### config.mk
export PLATFORM = sky130hd
export DESIGN_NAME = mma_tile_accumulator
export DESIGN_NICKNAME = d
export VERILOG_FILES = /design/src/rtl/mma_pkg.sv /design/src/rtl/mma_tile_dot.sv /design/src/rtl/mma_tile_accumulator.sv
export SDC_FILE = /design/constraint.sdc
export NUM_CORES = 2
export LEC_CHECK = 0
export CORE_ASPECT_RATIO = 0.9
export CORE_UTILIZATION = 47
export CTS_CLUSTER_SIZE = 25
export DETAILED_ROUTE_END_ITERATION = 6
export PLACE_DENSITY = 0.71
export SLEW_MARGIN = 25
export SYNTH_ARGS = -nofsm -noshare
export SYNTH_HDL_FRONTEND = slang
export SYNTH_SLANG_ARGS = --single-unit
### constraint.sdc
create_clock -name clk -period 8.13 [get_ports clk]
set_clock_uncertainty 0.1 [all_clocks]
set_input_delay 2.0325 -clock clk [delete_from_list [all_inputs] [get_ports clk]]
set_output_delay 2.0325 -clock clk [all_outputs]
set_load 0.05 [all_outputs]
### src/rtl/mma_pkg.sv
// Shared types and width helpers for the MMA tile accumulator.
// Contents:
//   mma_state_e    - controller state encoding (IDLE, ACCUM, OUT)
//   acc_width      - accumulator/result element width for a given operand width
//   tile_cnt_width - width of a counter that has to hold 0..max_tiles
package mma_pkg;

  typedef enum logic [1:0] {
    IDLE  = 2'd0,
    ACCUM = 2'd1,
    OUT   = 2'd2
  } mma_state_e;

  // A product of two P-bit operands needs 2P bits. Accumulating in 4P leaves
  // plenty of headroom before the result wraps.
  function automatic int acc_width(input int p);
    return 4 * p;
  endfunction

  function automatic int tile_cnt_width(input int max_tiles);
    return $clog2(max_tiles + 1);
  endfunction

endpackage

### src/rtl/mma_tile_dot.sv
// Combinational M x N array of K-element signed dot products for one tile.
// Ports:
//   a   - A tile, [M][K] signed P-bit elements
//   b   - B tile, [K][N] signed P-bit elements
//   dot - [M][N] dot products, each product sign-extended to ACC_W before summing
module mma_tile_dot
  import mma_pkg::*;
#(
  parameter int M     = 2,
  parameter int N     = 2,
  parameter int K     = 2,
  parameter int P     = 8,
  parameter int ACC_W = acc_width(P)
) (
  input  logic [M-1:0][K-1:0][P-1:0]     a,
  input  logic [K-1:0][N-1:0][P-1:0]     b,
  output logic [M-1:0][N-1:0][ACC_W-1:0] dot
);

  function automatic logic [ACC_W-1:0] mul_ext(input logic [P-1:0] x, input logic [P-1:0] y);
    logic signed [2*P-1:0] prod;
    prod = $signed(x) * $signed(y);
    return {{(ACC_W-2*P){prod[2*P-1]}}, prod};
  endfunction

  always_comb begin
    dot = '0;
    for (int i = 0; i < M; i++) begin
      for (int j = 0; j < N; j++) begin
        for (int k = 0; k < K; k++) begin
          dot[i][j] = dot[i][j] + mul_ext(a[i][k], b[k][j]);
        end
      end
    end
  end

endmodule

### src/rtl/mma_tile_accumulator.sv
// Streams K-tiles of A and B and accumulates D = C0 + sum_t A_t x B_t on a
// fixed M x N x K datapath. One job covers a runtime number of tiles.
// Ports:
//   clk, rst                  - clock, synchronous active-high reset
//   start_i, num_tiles_i      - job start (IDLE only) and tile count (clamped to MAX_TILES)
//   init_mode_i, C_i          - accumulator starts at C_i when init_mode_i=1, else zero
//   in_valid_i, in_ready_o    - tile handshake for A_i / B_i
//   out_valid_o, out_ready_i  - result handshake for D_o
//   busy_o                    - high whenever not IDLE
//
// state | meaning
// IDLE  | waiting for start_i; job parameters latched on start
// ACCUM | accepting tiles; stage 1 registers dot products, stage 2 adds them
// OUT   | D_o valid and held until out_ready_i
module mma_tile_accumulator
  import mma_pkg::*;
#(
  parameter int M         = 2,
  parameter int N         = 2,
  parameter int K         = 2,
  parameter int P         = 8,
  parameter int MAX_TILES = 16
) (
  input  logic                               clk,
  input  logic                               rst,
  input  logic                               start_i,
  input  logic [$clog2(MAX_TILES+1)-1:0]     num_tiles_i,
  input  logic                               init_mode_i,
  input  logic signed [M-1:0][N-1:0][4*P-1:0] C_i,
  input  logic                               in_valid_i,
  output logic                               in_ready_o,
  input  logic signed [M-1:0][K-1:0][P-1:0]  A_i,
  input  logic signed [K-1:0][N-1:0][P-1:0]  B_i,
  output logic                               out_valid_o,
  input  logic                               out_ready_i,
  output logic signed [M-1:0][N-1:0][4*P-1:0] D_o,
  output logic                               busy_o
);

  localparam int ACC_W = acc_width(P);
  localparam int CNT_W = tile_cnt_width(MAX_TILES);

  mma_state_e state, state_nxt;

  logic [CNT_W-1:0]               num_tiles_q, tile_cnt, num_tiles_clamped;
  logic [M-1:0][N-1:0][ACC_W-1:0] acc, acc_sum, dot, s1_dot, init_val;
  logic                           s1_valid, accept, last_done, start_ok;

  mma_tile_dot #(.M(M), .N(N), .K(K), .P(P), .ACC_W(ACC_W)) u_dot (
    .a   (A_i),
    .b   (B_i),
    .dot (dot)
  );

  assign num_tiles_clamped = (num_tiles_i > CNT_W'(MAX_TILES)) ? CNT_W'(MAX_TILES) : num_tiles_i;
  assign init_val          = init_mode_i ? C_i : '0;
  assign start_ok          = (state == IDLE) && start_i;
  assign accept            = in_valid_i && in_ready_o;
  // tile_cnt already counts the tile sitting in stage 1, so equality means
  // this stage-2 update is the final one of the job.
  assign last_done         = s1_valid && (tile_cnt == num_tiles_q);

  always_comb begin
    for (int i = 0; i < M; i++) begin
      for (int j = 0; j < N; j++) begin
        acc_sum[i][j] = acc[i][j] + s1_dot[i][j];
      end
    end
  end

  always_ff @(posedge clk) begin
    if (rst) state <= IDLE;
    else     state <= state_nxt;
  end

  always_comb begin
    state_nxt   = state;
    in_ready_o  = 1'b0;
    out_valid_o = 1'b0;
    busy_o      = 1'b1;
    case (state)
      IDLE: begin
        busy_o = 1'b0;
        if (start_i) state_nxt = (num_tiles_clamped == '0) ? OUT : ACCUM;
      end
      ACCUM: begin
        in_ready_o = (tile_cnt < num_tiles_q);
        if (last_done) state_nxt = OUT;
      end
      OUT: begin
        out_valid_o = 1'b1;
        if (out_ready_i) state_nxt = IDLE;
      end
      default: state_nxt = IDLE;
    endcase
  end

  always_ff @(posedge clk) begin
    if (rst) begin
      num_tiles_q <= '0;
      tile_cnt    <= '0;
      acc         <= '0;
      s1_dot      <= '0;
      s1_valid    <= 1'b0;
      D_o         <= '0;
    end else begin
      s1_valid <= accept;
      if (accept) begin
        s1_dot   <= dot;
        tile_cnt <= tile_cnt + 1'b1;
      end
      if (start_ok) begin
        num_tiles_q <= num_tiles_clamped;
        tile_cnt    <= '0;
        acc         <= init_val;
        if (num_tiles_clamped == '0) D_o <= init_val;
      end else if (s1_valid) begin
        acc <= acc_sum;
        if (last_done) D_o <= acc_sum;
      end
    end
  end

endmodule

Word-level counts from Yosys, hierarchy flattened
Cells that the tools add are included.
{"block": "word_totals", "output_inout_bits": 131, "register_bits": 397, "wordCells": 68, "in_bits": 203}
{"block": "classes", "addsub": 9, "reduce_logical": 10, "n_mux": 16, "eq_ne": 7, "n_lt_le_gt_ge": 2, "mul": 8}
{"operator": "two-way mux 128 bit", "n": 7}
{"operator": "adder 32 bit", "n": 4}
{"operator": "multiplier 8 x 8 -> 16 bit", "n": 8}
{"operator": "adder 16 x 16 -> 17 bit", "n": 4}
{"operator": "two-way mux 2 bit", "n": 4}
{"operator": "!= test 2 bit, second input constant", "n": 3}
{"operator": "case mux 2 bit (3 select lines)", "n": 1}
{"operator": "AND reduction 3 bit", "n": 2}
{"operator": "adder 5 x 1 -> 5 bit, second input constant", "n": 1}
{"operator": "== test 5 bit", "n": 1}
{"operator": "greater-than comparator 5 bit, second input constant", "n": 1}
{"operator": "logical NOT 5 bit", "n": 1}
{"operator": "less-than comparator 5 bit", "n": 1}
{"operator": "two-way mux 5 bit", "n": 1}
{"operator": "nonzero test 2 bit", "n": 2}
{"operator": "logical AND 1 bit", "n": 3}
{"operator": "two-way mux 1 bit", "n": 3}
{"operator": "== test 2 x 1 -> 1 bit, second input constant", "n": 1}
{"operator": "== test 2 bit, second input constant", "n": 1}
{"operator": "logical NOT 2 bit", "n": 1}
{"operator": "!= test 2 x 1 -> 1 bit, second input constant", "n": 1}
{"operator": "OR reduction 2 bit", "n": 1}

Depth between registers and ports, before layout
{"block": "logic_depth", "ltp_word": 6, "ltp_mapped": 23}

Cells and area by module
A second synthesis with hierarchy kept.
{"block": "unflattened", "hier_cells": 5134, "hier_area_um2": 43601.8}
{"module": "mma_tile_dot", "n_inst": 1, "area_per_inst_um2": 22054.9, "cells_each": 2375, "seq_area_each_um2": 0.0}
{"module": "mma_tile_accumulator", "n_inst": 1, "area_per_inst_um2": 21546.9, "cells_each": 2759, "seq_area_each_um2": 7947.6}

Least setup slack after synthesis
OpenSTA, ideal clock, no wires.
{"block": "synth_path", "kind": "input to register", "start": "input port A_i[23] (netlist bit)", "end": "register s1_dot[126] (netlist bit)", "setup_time_ps": 86, "path_slack_ps": 735, "t_required_ps": 7944, "arrival_ps": 7209, "stages": 21, "cell_sequence": "clkbuf_1 -> nand2_1 -> inv_1 -> fa_1 -> inv_1 -> fa_1 -> inv_1 -> fa_1 -> fa_1 -> fa_1 -> inv_1 -> fa_1 -> inv_1 -> ha_1 -> and3_1 -> a211oi_1 -> o21bai_1 -> a21oi_1 -> o21ai_1 -> xnor2_1 -> a211oi_1"}
{"block": "synth_via", "elab_chain_len": 2}
{"item": "from (decl)", "line_no": "mma_tile_accumulator.sv:32", "rtl": "input logic signed [M-1:0][K-1:0][P-1:0] A_i,"}
{"item": "multiplier 8 x 8 -> 16 bit", "line_no": "mma_tile_dot.sv:22", "rtl": "prod = $signed(x) * $signed(y);"}
{"item": "adder 16 x 16 -> 17 bit", "line_no": "mma_tile_dot.sv:31", "rtl": "dot[i][j] = dot[i][j] + mul_ext(a[i][k], b[k][j]);"}
{"item": "to (signal assigned)", "line_no": "mma_tile_accumulator.sv:109", "rtl": "s1_dot <= dot;"}
{"item": "to (decl)", "line_no": "mma_tile_accumulator.sv:46", "rtl": "logic [M-1:0][N-1:0][ACC_W-1:0] acc, acc_sum, dot, s1_dot, init_val;"}
Every way passes these cells.
A chain may end at the register's enable or synchronous reset.

Worst setup path after layout
{"block": "layout_path", "start": "input port B_i[25] (netlist bit)", "end": "register s1_dot[126] (netlist bit)"}
{"block": "layout_via", "elab_chain_len": 2}
{"item": "from (decl)", "line_no": "mma_tile_accumulator.sv:33", "rtl": "input logic signed [K-1:0][N-1:0][P-1:0] B_i,"}
{"item": "multiplier 8 x 8 -> 16 bit", "line_no": "mma_tile_dot.sv:22"}
{"item": "adder 16 x 16 -> 17 bit", "line_no": "mma_tile_dot.sv:31"}
Every way passes these cells.

==> results.md <==
* Post-CTS setup buffers at 0
* Worst VDD drop at 0.710 mV
* Syn. warnings at 0
* Slew Limit Headroom at 31.3%
* Initial antenna violation count at 5
* Via Count at 33,500
* Wirelength per Cell at 18.8 um
* Reg clk slew, reported paths at 0.06 ns
* Final Worst Setup Slack at 0.447 ns
* Leakage power at 21.3 nW
* Hold Startpoint: s1_dot[69]
* Fillers at 7,662
* Wirelength, routed at 116,000 um
* Worst slack, placed at -0.134 ns
* Switching fraction of total power at 49.8%
* Crit-path cells: clkdlybuf4s50_1, and2_1, fa_1, fa_1, fa_1, fa_1, fa_1, inv_1, fa_1, inv_1, ha_1, a21oi_1, o21ai_1, a211oi_1, o21bai_1, a21oi_1, o21ai_1, xnor2_1, a211oi_1
* GPL Wtd Cong at 0.923
* Drt drc at 0
* Pin count of the biggest net entering global routing at 142
* CP Launch Type: input pin
* Synth unique cells at 74
* Reg2Reg Capture Point: D_o[49]
* Vias in the first global route at 33,700
* R2r setup slk at 4.29 ns
* #FFs+latches synth at 337
* Final setup vio count at 0
* First-pass GRT wire length at 185,000 um
* Drt first pass iters at 5
* Reg power frac at 10.0%
* Clock root cell: clkbuf_16
* Clock period minus worst slack at 7.68 ns
* R2R depth at 10
* Final Cycle Share at 94.5%
* Unrepaired setup endpoints after global routing: false
* Slowest cell on the critical path: clkdlybuf4s50_1
* Max incr delay on CP at 0.72 ns
* Clock Sinks at 337
* Adder-Cell Fraction of Synth Area at 39.2%
* Post-Syn Nets at 5,804
* Commonest non-fill, non-tap cells in the layout: 707 x inv_1, 576 x fa_1, 431 x nor2_1
* Drt via density at 5.44
* Setup CP Type: input pin to flop
* Most common cell after layout, fill and taps aside: inv_1
* Nature of the critical path endpoint: flop
* Max-slew violation count at 0
* Post-Synth Simple-Gate Area at 15.7%
* Post-synth ARST share at 0%
* CTS tree: done
* Post-Syn Instances at 4,683
* Core Area at 84,700 um^2
* Synth Area in Compound Gates at 15.0%
* Main combinational cell family by area after synthesis: adder cells
* H-tree Lvls at 2
* I/O pin count at 334
* Post-synthesis cell area at 40,400 um^2
* Starting Density at 47.7%
* Primary FF master, synth: dfxtp_1
* Area Growth Syn to Fin at 16.7%
* PwrDens at 429 nW/um^2
* Worst hold path depth at 2
* CP Data Required Time at 8.42 ns
* CTS Buf Count at 38
* Clock Power Share at 8.4%
* Crit-path max FO at 5
* EDFF count, synth at 0
* Port Buffers at 333
* Reg2reg start: num_tiles_q[3]
* Syn_area_per_cell at 8.62 um^2
* Worst hold path class: flop to flop
* Initial DRC count at 2,618
* Tightest Pin Transition at 1.03 ns
* Most frequent CP cell: fa_1
* Post-DP HPWL at 90,300 um
* Die width at 311 um
* Layout Cell Area excl Fill at 47,100 um^2
* GRT Util Overall at 26.6%
* Die area at 87,000 um^2
* Mux cell area share after synthesis at 0.226%
* Overflow after GRT at 0
* Clock Latency Late Sink at 0.56 ns
* Die Ht at 280 um
* Cts hold-fix bufs at 0
* Max Root-Sink Buffers at 3
* Final nets at 6,110
* Fin. Hold Viols at 0
* Power Total at 20.2 mW
* Placed cell areas at 45,900 um^2
* Comb pwr share at 81.6%
* Hold slack at 0.356 ns
* # rows at 101
* Switching power at 10.1 mW
* Post-synthesis sequential area ratio at 16.7%
* Fraction of layout cells with a size suffix above 1 at 4.89%
* CTS-repair resized insts at 0
* Worst EP arrival at 7.98 ns
* Status: complete, no violations
* Routed Antenna Nets at 0
* Min-Delay Endpoint: s1_dot[69]
* Post-Synth XOR/XNOR Area at 4.47%
* Fmax achieved at 130 MHz
* MaxCap Viol Count at 0
* Total internal power at 10.1 mW
routing by layer:
| metal | vias to the layer above | track usage, % | routed length, um |
|---|---|---|---|
| met4 | 6 | 6.23 | 2510 |
| met2 | 1115 | 42.9 | 52600 |
| met5 | - | 0 | 39 |
| met3 | 153 | 4.15 | 8600 |
| li1 | 15900 | - | - |
| met1 | 16400 | 37.6 | 51900 |
cells in the mapped netlist (7+ instances only):
| cell type | n | area share, % |
|---|---|---|
| inv_1 | 707 | 6.6 |
| fa_1 | 576 | 29 |
| nor2_1 | 431 | 4.0 |
| nand2_1 | 364 | 3.4 |
| ha_1 | 342 | 11 |
| dfxtp_1 | 337 | 17 |
| and2_1 | 310 | 4.8 |
| a21oi_1 | 284 | 3.5 |
| a211oi_1 | 229 | 4.3 |
| clkbuf_1 | 216 | 2.0 |
| xnor2_1 | 139 | 3.0 |
| a31oi_1 | 76 | 1.2 |
| a21o_1 | 73 | 1.4 |
| xor2_1 | 67 | 1.5 |
| o21ai_0 | 55 | 0.68 |
| o21ai_1 | 54 | 0.67 |
| nor3_1 | 46 | 0.57 |
| nand3_1 | 44 | 0.55 |
| nand2b_1 | 36 | 0.56 |
| a22oi_1 | 29 | 0.54 |
| and3_1 | 27 | 0.42 |
| o21bai_1 | 23 | 0.43 |
| nor2b_1 | 20 | 0.31 |
| o21a_1 | 17 | 0.32 |
| buf_1 | 15 | 0.14 |
| nand4_1 | 14 | 0.22 |
| or3_1 | 11 | 0.17 |
| nand3b_1 | 9 | 0.17 |
| o211ai_1 | 9 | 0.17 |
| a311oi_1 | 8 | 0.17 |
| a41oi_1 | 8 | 0.17 |
| mux2i_1 | 8 | 0.20 |
| a2111oi_0 | 7 | 0.15 |
| o31ai_1 | 7 | 0.13 |
logic make-up after synthesis:
group,count (synthesis)
buf+inv,939
fa+ha+maj,918
compound gates,935
simple gates,1339
xor+xnor,206
mux,9
flops,337
through the flow:
stage	std cells	setup TNS (ns)	util (%)
final	6151	0	55.6
after CTS	6148	0	55.6
after global placement	6082	0	54.2
after global routing	6150	0	55.6
after floorplan	4683	0	-
after detailed placement	6082	-0.241	54.2
final cells by class:
type                            instances  area (um^2)  area share [%]
Antenna cell                            3         7.51          0.0159
Clock buffer                           56         1100            2.34
Clock inverter                         10         88.8           0.189
Inverter                              707         2650            5.63
Multi-Input combinational cell       3407        30100            64.0
Sequential cell                       337         6750            14.3
Tap cell                             1133         1420            3.01
Timing Repair Buffer                  498         4960            10.5
power groups by stage:
stage / combinational [mW] / clock [mW] / sequential, mW
floorplan: 11.1 / 0 / 2.02
global placement: 16.0 / 0 / 2.04
detailed placement: 16.2 / 0 / 2.05
CTS: 16.3 / 1.74 / 2.01
global route: 18.4 / 1.80 / 2.03
finish: 16.5 / 1.71 / 2.01
flip-flops by register name, summed over array words and instances (netlist names):
signal       count
D_o            128
acc            128
s1_dot          68
num_tiles_q      5
tile_cnt         5
state            2
s1_valid         1
worst max path at each step:
| stage | start | endpoint | slack [ns] | depth (start not counted) |
|---|---|---|---|---|
| 2_1_floorplan | A_i[23] | s1_dot[126] | 0.74 | 21 |
| 3_3_place_gp | A_i[13] | s1_dot[47] | 0.05 | 21 |
| 3_5_place_dp | A_i[13] | s1_dot[47] | -0.13 | 21 |
| 4_1_cts | A_i[13] | s1_dot[47] | 0.45 | 21 |
| 5_1_grt | A_i[13] | s1_dot[47] | 0.17 | 21 |
| 6_report | B_i[25] | s1_dot[126] | 0.45 | 19 |
critical path: cells and delay by family:
kind | cells | cell delay, ns
AO/OA/AOI/OAI | 7 | 1.06
AND/OR/NAND/NOR | 1 | 0.36
buffers and inverters | 3 | 0.84
XOR/XNOR | 1 | 0.28
adder cells (fa/ha/maj) | 7 | 3.40
(Power assumes the default switching activity.)
